<file path="config.mk">
export PLATFORM = sky130hd
export DESIGN_NAME = wb_arbiter_rr
export DESIGN_NICKNAME = d
export VERILOG_FILES = /design/src/rtl/wb_arbiter_rr.sv
export SDC_FILE = /design/constraint.sdc
export NUM_CORES = 1
export LEC_CHECK = 0
export CAP_MARGIN = 20
export CORE_UTILIZATION = 47
export DETAILED_ROUTE_END_ITERATION = 7
export PLACE_DENSITY = 0.85
export SYNTH_ARGS = -nofsm -noshare
export SYNTH_HDL_FRONTEND = slang
export SYNTH_SLANG_ARGS = --single-unit
</file>
<file path="constraint.sdc">
create_clock -name i_clk -period 21.9 [get_ports i_clk]
set_clock_uncertainty 0.05 [all_clocks]
set_input_delay 2.19 -clock i_clk [delete_from_list [all_inputs] [get_ports i_clk]]
set_output_delay 2.19 -clock i_clk [all_outputs]
set_load 0.02 [all_outputs]
</file>
<file path="src/rtl/wb_arbiter_rr.sv">
// Writeback arbiter: fixed-latency results pass straight to the write ports, variable-latency
// results are buffered per channel and drained round-robin. Macro WB_ARB_PERF_EN adds perf counters.
package wb_arbiter_rr_pkg;
    typedef struct packed {
        logic        valid;
        logic        wren;
        logic [4:0]  rd;
        logic [31:0] data;
    } pipe_t;
endpackage

module wb_arbiter_rr
    import wb_arbiter_rr_pkg::*;
#(
    parameter int NUM_FIX      = 2,
    parameter int NUM_VAR      = 3,
    parameter int NUM_WB       = 1,
    parameter int BUF_DEPTH    = 2,
    parameter int STARVE_LIMIT = 8
) (
    input  logic               i_clk,
    input  logic               i_rst,
    input  pipe_t              i_fix_pkg [NUM_FIX],
    input  pipe_t              i_var_pkg [NUM_VAR],
    output logic [NUM_VAR-1:0] o_var_ready,
    output pipe_t              o_wb_pkg [NUM_WB],
    output logic               o_stall,
    output logic               o_conflict
`ifdef WB_ARB_PERF_EN
    ,
    output logic [31:0]        o_perf_stall_cnt,
    output logic [31:0]        o_perf_starve_cnt
`endif
);
    localparam int AW = $clog2(BUF_DEPTH);
    localparam int CW = $clog2(BUF_DEPTH) + 1;
    localparam int RW = (NUM_VAR > 1) ? $clog2(NUM_VAR) : 1;
    localparam int SW = $clog2(STARVE_LIMIT + 1);

    pipe_t               r_mem [NUM_VAR][BUF_DEPTH];
    logic [AW-1:0]       r_wr_ptr [NUM_VAR];
    logic [AW-1:0]       r_rd_ptr [NUM_VAR];
    logic [CW-1:0]       r_cnt [NUM_VAR];
    logic [RW-1:0]       r_rr_ptr;
    logic [SW-1:0]       r_starve;
    logic                r_conflict;

    pipe_t               w_head [NUM_VAR];
    pipe_t               w_wb [NUM_WB];
    logic [NUM_VAR-1:0]  w_empty;
    logic [NUM_VAR-1:0]  w_full;
    logic [NUM_VAR-1:0]  w_req;
    logic [NUM_VAR-1:0]  w_push;
    logic [NUM_VAR-1:0]  w_pop;
    logic                w_fix_over;
    logic                w_var_grant;
    logic [RW-1:0]       w_next_rr;
    logic                w_any_pending;
    logic                w_fifo_high;
    logic                w_starve_hit;

    // Handshake: a variable channel transfers on a clock edge where valid&wren and o_var_ready
    // are both high; a refused request is held stable by the producer until accepted.
    always_comb begin
        w_any_pending = 1'b0;
        w_fifo_high   = 1'b0;
        for (int c = 0; c < NUM_VAR; c++) begin
            w_head[c]  = r_mem[c][r_rd_ptr[c]];
            w_empty[c] = (r_cnt[c] == '0);
            w_full[c]  = (r_cnt[c] == CW'(BUF_DEPTH));
            w_req[c]   = i_var_pkg[c].valid & i_var_pkg[c].wren;
            if (!w_empty[c]) w_any_pending = 1'b1;
            if (r_cnt[c] >= CW'(BUF_DEPTH - 1)) w_fifo_high = 1'b1;
        end
    end

    assign o_var_ready  = ~w_full & {NUM_VAR{~i_rst}};
    assign w_push       = w_req & o_var_ready;
    assign w_starve_hit = (r_starve == SW'(STARVE_LIMIT));
    assign o_stall      = w_starve_hit | w_fifo_high;
    assign o_conflict   = r_conflict;
    assign o_wb_pkg     = w_wb;

    // Port allocation: fixed requests first in channel order, then FIFO heads from r_rr_ptr.
    always_comb begin
        int n_used;
        int ch;
        w_wb        = '{default: '0};
        w_pop       = '0;
        w_fix_over  = 1'b0;
        w_var_grant = 1'b0;
        w_next_rr   = r_rr_ptr;
        n_used      = 0;
        ch          = 0;
        for (int f = 0; f < NUM_FIX; f++) begin
            if (i_fix_pkg[f].valid && i_fix_pkg[f].wren) begin
                if (n_used < NUM_WB) begin
                    for (int p = 0; p < NUM_WB; p++)
                        if (p == n_used) w_wb[p] = i_fix_pkg[f];
                    n_used = n_used + 1;
                end else begin
                    w_fix_over = 1'b1;
                end
            end
        end
        for (int k = 0; k < NUM_VAR; k++) begin
            ch = (int'(r_rr_ptr) + k) % NUM_VAR;
            for (int c = 0; c < NUM_VAR; c++) begin
                if (c == ch && !w_empty[c] && n_used < NUM_WB) begin
                    for (int p = 0; p < NUM_WB; p++)
                        if (p == n_used) w_wb[p] = w_head[c];
                    n_used      = n_used + 1;
                    w_pop[c]    = 1'b1;
                    w_var_grant = 1'b1;
                    w_next_rr   = RW'((c + 1) % NUM_VAR);
                end
            end
        end
        // Nothing leaves the arbiter while reset is held.
        if (i_rst) begin
            w_wb        = '{default: '0};
            w_pop       = '0;
            w_fix_over  = 1'b0;
            w_var_grant = 1'b0;
            w_next_rr   = r_rr_ptr;
        end
    end

    always_ff @(posedge i_clk) begin
        if (i_rst) begin
            for (int c = 0; c < NUM_VAR; c++) begin
                r_wr_ptr[c] <= '0;
                r_rd_ptr[c] <= '0;
                r_cnt[c]    <= '0;
            end
            r_rr_ptr   <= '0;
            r_starve   <= '0;
            r_conflict <= 1'b0;
        end else begin
            for (int c = 0; c < NUM_VAR; c++) begin
                if (w_push[c]) begin
                    r_mem[c][r_wr_ptr[c]] <= i_var_pkg[c];
                    r_wr_ptr[c]           <= r_wr_ptr[c] + 1'b1;
                end
                if (w_pop[c]) r_rd_ptr[c] <= r_rd_ptr[c] + 1'b1;
                case ({w_push[c], w_pop[c]})
                    2'b10:   r_cnt[c] <= r_cnt[c] + 1'b1;
                    2'b01:   r_cnt[c] <= r_cnt[c] - 1'b1;
                    default: r_cnt[c] <= r_cnt[c];
                endcase
            end
            r_rr_ptr <= w_next_rr;
            if (!w_any_pending || w_var_grant) begin
                r_starve <= '0;
            end else if (!w_starve_hit) begin
                r_starve <= r_starve + 1'b1;
            end
            if (w_fix_over) r_conflict <= 1'b1;
        end
    end

`ifdef WB_ARB_PERF_EN
    logic [31:0] r_perf_stall_cnt;
    logic [31:0] r_perf_starve_cnt;
    logic        r_starve_prev;

    always_ff @(posedge i_clk) begin
        if (i_rst) begin
            r_perf_stall_cnt  <= '0;
            r_perf_starve_cnt <= '0;
            r_starve_prev     <= 1'b0;
        end else begin
            r_starve_prev <= w_starve_hit;
            if (o_stall) r_perf_stall_cnt <= r_perf_stall_cnt + 32'd1;
            if (w_starve_hit && !r_starve_prev) r_perf_starve_cnt <= r_perf_starve_cnt + 32'd1;
        end
    end

    assign o_perf_stall_cnt  = r_perf_stall_cnt;
    assign o_perf_starve_cnt = r_perf_starve_cnt;
`endif

endmodule

</file>
Word-level counts from Yosys, hierarchy flattened. Memory sizes are Yosys's and may differ from the RTL's. Cells that the tools add are included.

Memories: 4. Register bits: 7. Bits in read-only memories: 0. Bits in latches: 0. Bits of input ports: 197. RAM bits: 246.

Memory list: r_mem (words 3, bits a word 78, rd ports 3, clocked after Yosys merged registers in 0, write ports 3, RTL line 40) `pipe_t r_mem [NUM_VAR][BUF_DEPTH];`; r_cnt (words 3, bits a word 2, rd ports 3, clocked after Yosys merged registers in 0, write ports 3, RTL line 43) `logic [CW-1:0] r_cnt [NUM_VAR];`; r_rd_ptr (words 3, bits a word 1, rd ports 3, clocked after Yosys merged registers in 0, write ports 3, RTL line 42) `logic [AW-1:0] r_rd_ptr [NUM_VAR];`; r_wr_ptr (words 3, bits a word 1, rd ports 3, clocked after Yosys merged registers in 0, write ports 3, RTL line 41) `logic [AW-1:0] r_wr_ptr [NUM_VAR];`.

Reductions and logical operators: 52. Bitwise logic cells: 29. Multipliers: 0. Multiplexer cells: 150. Magnitude comparators: 22. Shifts and indexed selects: 0. $add $sub $neg: 24. Divide/modulo/power cells: 3. Equal/unequal tests: 16.

Operators with widths (count): 39-bit two-way mux (35); 32-bit logical NOT (13); 32-bit by 2-bit less-than comparator with 1-bit output (second input constant) (10); 32-bit two-way mux (10); 32-bit by 2-bit adder with 32-bit output (second input constant) (9); 78-bit two-way mux (3); 39-bit demux with 1-bit select (3); 2-bit by 32-bit equality test with 1-bit output (first input constant) (3); 3-bit by 32-bit equality test with 1-bit output (first input constant) (3); 1-bit two-way mux (81); 32-bit by 3-bit remainder unit with 32-bit output (second input constant) (2); 2-bit two-way mux (17); 3-bit by 3-bit remainder unit with 32-bit output (second input constant) (1); 1-bit logical AND (23); 1-bit OR (16); 2-bit equality test (second input constant) (6); 2-bit >= comparator (second input constant) (6); 1-bit inverter with 2-bit output (6); 2-bit OR reduction (5); 8-bit nonzero test (1); 7-bit nonzero test (1); 1-bit adder (second input constant) (6); 2-bit by 1-bit adder with 2-bit output (second input constant) (3); 3-bit AND (2); 16 further kinds (31).

Logic depth before layout (Yosys ltp).
Depth after elaboration: 40. Depth in mapped cells: 47.

Least setup slack after synthesis. OpenSTA, ideal clock, no wires.

Path type: input port to output port. Start point: input port i_fix_pkg[38] (netlist bit). End point: output port o_wb_pkg[28] (netlist bit). Buffers on the path: 6. Data arrival time: 9717 ps. Slack: 9943 ps. Cell stages on the path: 38. Data required time: 19660 ps. Cells stage by stage: buf_2 > a22oi_2 > nand3_4 > inv_1 > ha_1 > nand3b_1 > clkbuf_1 > xnor2_1 > inv_1 > ha_1 > nand3b_1 > nor2_2 > xnor3_2 > ha_1 > nand3b_1 > or3_1 > buf_2 > xnor2_4 > [2 not listed] > nor2_1 > clkbuf_1 > buf_1 > o21ai_0 > inv_1 > ha_1 > nand3b_1 > o311ai_2 > xor2_4 > inv_1 > ha_1 > nand3b_1 > or3_1 > or4_1 > mux2i_4 > buf_2 > a21oi_1 > a221oi_1.

RTL lines: from (decl) (RTL line 23) `input pipe_t i_fix_pkg [NUM_FIX],`; to (decl) (RTL line 26) `output pipe_t o_wb_pkg [NUM_WB],`.

==> key figures <==
Drt
  – Routed Antenna Nets: 0
  – DR iter-0 viols: 1,238
  – Drt wl/cell: 23.8 um
  – Vias per inst: between 6 and 7
  – Count of TritonRoute iterations in the first routing pass: 5
  – Drt drc: 0
  – Via count: 10.6k
  – WL final: just over 40 mm

CTS
  – Clock Tree Root: clkbuf_16
  – Clock Latency Late Sink: 0.53 ns
  – # Post-CTS Setup Buffers: 0
  – CTS Buf Count: 26
  – CTS sink count: ~250
  – Hold_buf cts: 0
  – Clock buffer depth: 3
  – H-tree levels: 1
  – Clock transition at the registers of the reported paths: 0.06 ns
  – CTS tree: yes
  – CTS resizes: 0

Floorplanning
  – Die Footprint: between 20,000 and 30,000 um^2
  – Die X: 169 um
  – Chip height: 169 um
  – Initial Util: 48.3%
  – Io pins: 241
  – Cell Rows: 60
  – Core area: between 20,000 and 30,000 um^2

Placed design
  – GP Congestion: around 0.9
  – Hpwl dp: ~28 mm
  – Port-buffer cells: 240

Synth
  – Yosys top cell area share: 56.2%
  – Synth cell types: 67
  – Synth top area cells: edfxtp_1, mux2i_1, o21ai_0
  – Mapped Nets: 1,345
  – Post-synthesis sequential area ratio: 57.3%
  – Synth Cell Area: 13,100 um^2
  – Mean post-synth cell area: 11.7 um^2
  – Cell taking the most area after synthesis: edfxtp_1
  – EDFF count, synth: around 250
  – Asr flop ratio synth: 0%
  – YS warnings: 0
  – Synth Flop Type: edfxtp_1
  – Post-synthesis cell count: 1,120
  – Yosys reg bits: 253

Finish
  – P&R area growth vs syn: 27.7%
  – Net count, final: 1,547
  – Commonest non-fill, non-tap cell in the layout: edfxtp_1
  – Fraction of layout cells with a size suffix above 1: 7.01%
  – Most frequent cells in the layout: edfxtp_1, clkdlybuf4s50_1, mux2i_1

Min path
  – Min-delay worst type: reg -> reg

Timing
  – Hold WS: 0.418 ns
  – Final Max Tran Viols: 0
  – Period Utilization, post-route: 70.0%
  – Setup_tns: 0 ns
  – RSZ-0062 raised after global routing: no
  – Slew margin rel.: 26.3%
  – # setup viols final: 0
  – Fmax: 0.0652 GHz
  – Slew @ Worst Pin: around 1.1 ns
  – Tmin final: 15.33 ns
  – Final Hold Fails: 0

GRT
  – Global-route wire length before repair: between 50 and 60 mm
  – Initial antenna violation count: 9
  – Total Routing Usage GR: 28.1%
  – Pin count of the biggest net entering global routing: 60
  – Vias in the first global route: 10.3k
  – Grt total ovfl: 0

Power and ir drop
  – Leakage Power: between 0.005 and 0.006 uW
  – Max VDD drop: 95.8 uV
  – Power Dens Cells: 116 nW/um^2

Setup path
  – Crit path top cell by count: ha_1
  – Largest fanout on the critical path: 35
  – Worst path slowest cell: nand3_1
  – Slowest stage delay, CP: approximately 0.77 ns
  – Data arrival, critical path: 13.09 ns
  – Worst Path Required: 19.66 ns
  – Setup CP Type: in -> out
  – Startpoint types: input port
  – Worst setup EP type: output pin

Status
  – Run status: complete, no violations

Run
  – MaxCap Viol Count: 0
## registers in the layout (all words and copies together) (netlist names)
register    cells
r_mem         234
r_cnt           6
r_starve        4
r_rd_ptr        3
r_wr_ptr        3
r_rr_ptr        2
o_conflict      1
## power by group
group | internal [uW] | leakage [uW] | switching, uW
Clock | 272 | 0.000427 | 181
Combinational | 375 | 0.00305 | 523
Sequential | 559 | 0.00230 | 26.6
## final timing paths
kind | end | cells after the start | start | slack [ns]
max | o_wb_pkg[27] | 36 | i_fix_pkg[38] | 6.57
min | o_conflict$_SDFFE_PP0P_ | 2 | o_conflict$_SDFFE_PP0P_ | 0.42
max reg2reg | r_starve[1]$_SDFFE_PP0N_ | 36 | r_cnt[0][0]$_SDFFCE_PP0P_ | 11.16
min reg2reg | o_conflict$_SDFFE_PP0P_ | 2 | o_conflict$_SDFFE_PP0P_ | 0.42
## synth_stat cells, types with 22 or more instances
| library cell | number |
|---|---|
| a21oi_1 | 61 |
| a221oi_1 | 29 |
| a31oi_1 | 22 |
| clkbuf_1 | 63 |
| edfxtp_1 | 246 |
| ha_1 | 28 |
| inv_1 | 25 |
| mux2i_1 | 108 |
| nand2_1 | 76 |
| nor2_1 | 92 |
| nor3_1 | 24 |
| o21ai_0 | 97 |
## stage by stage
stage | total power (uW) | instances | setup WS (ns) | utilization [%] | area, um^2
final | 1940 | 1720 | 6.57 | 61.7 | 16800
after CTS | 1920 | 1711 | 6.73 | 61.4 | 16700
after global routing | 2020 | 1718 | 5.86 | 61.7 | 16800
after global placement | 1450 | 1664 | 7.12 | 58.2 | 15800
after floorplan | 1150 | 1120 | 9.94 | - | 13100
after detailed placement | 1460 | 1664 | 6.73 | 58.2 | 15800
## cell families after synthesis
logic type | synth area share [%]
other | 0.0572
AND/OR/NAND/NOR | 9.26
XOR/XNOR | 1.07
adder cells (fa/ha/maj) | 2.67
AO/OA/AOI/OAI | 16.8
flip-flops | 57.3
multiplexers | 9.26
buffers and inverters | 3.59
## layer usage
metal	vias to the layer above	wire length (um)	track usage [%]	share of wire, %
met4	4	2360	14.5	5.8
met2	698	19200	45.6	47
met3	165	4430	7.63	11
li1	4745	-	-	-
met1	5024	14900	34.5	36
met5	-	23	0	0.056
## cell type report
class	count	area [um^2]
fillers	2135	10400
clock inverters	14	178
clock buffers	33	698
repair buffers	261	2600
inverters	25	93.8
multi-input cells	755	5190
flip-flops and latches	253	7530
well taps	372	465
diodes	7	17.5
## critical path, delay by kind of cell
| family | cells | cell delay, ns |
|---|---|---|
| AO/OA/AOI/OAI | 4 | 1.47 |
| buffers and inverters | 8 | 2.23 |
| multiplexers | 1 | 0.15 |
| AND/OR/NAND/NOR | 13 | 4.43 |
| XOR/XNOR | 4 | 1.42 |
| adder cells (fa/ha/maj) | 6 | 1.18 |
No activity file was read; power rests on OpenSTA's default activity.
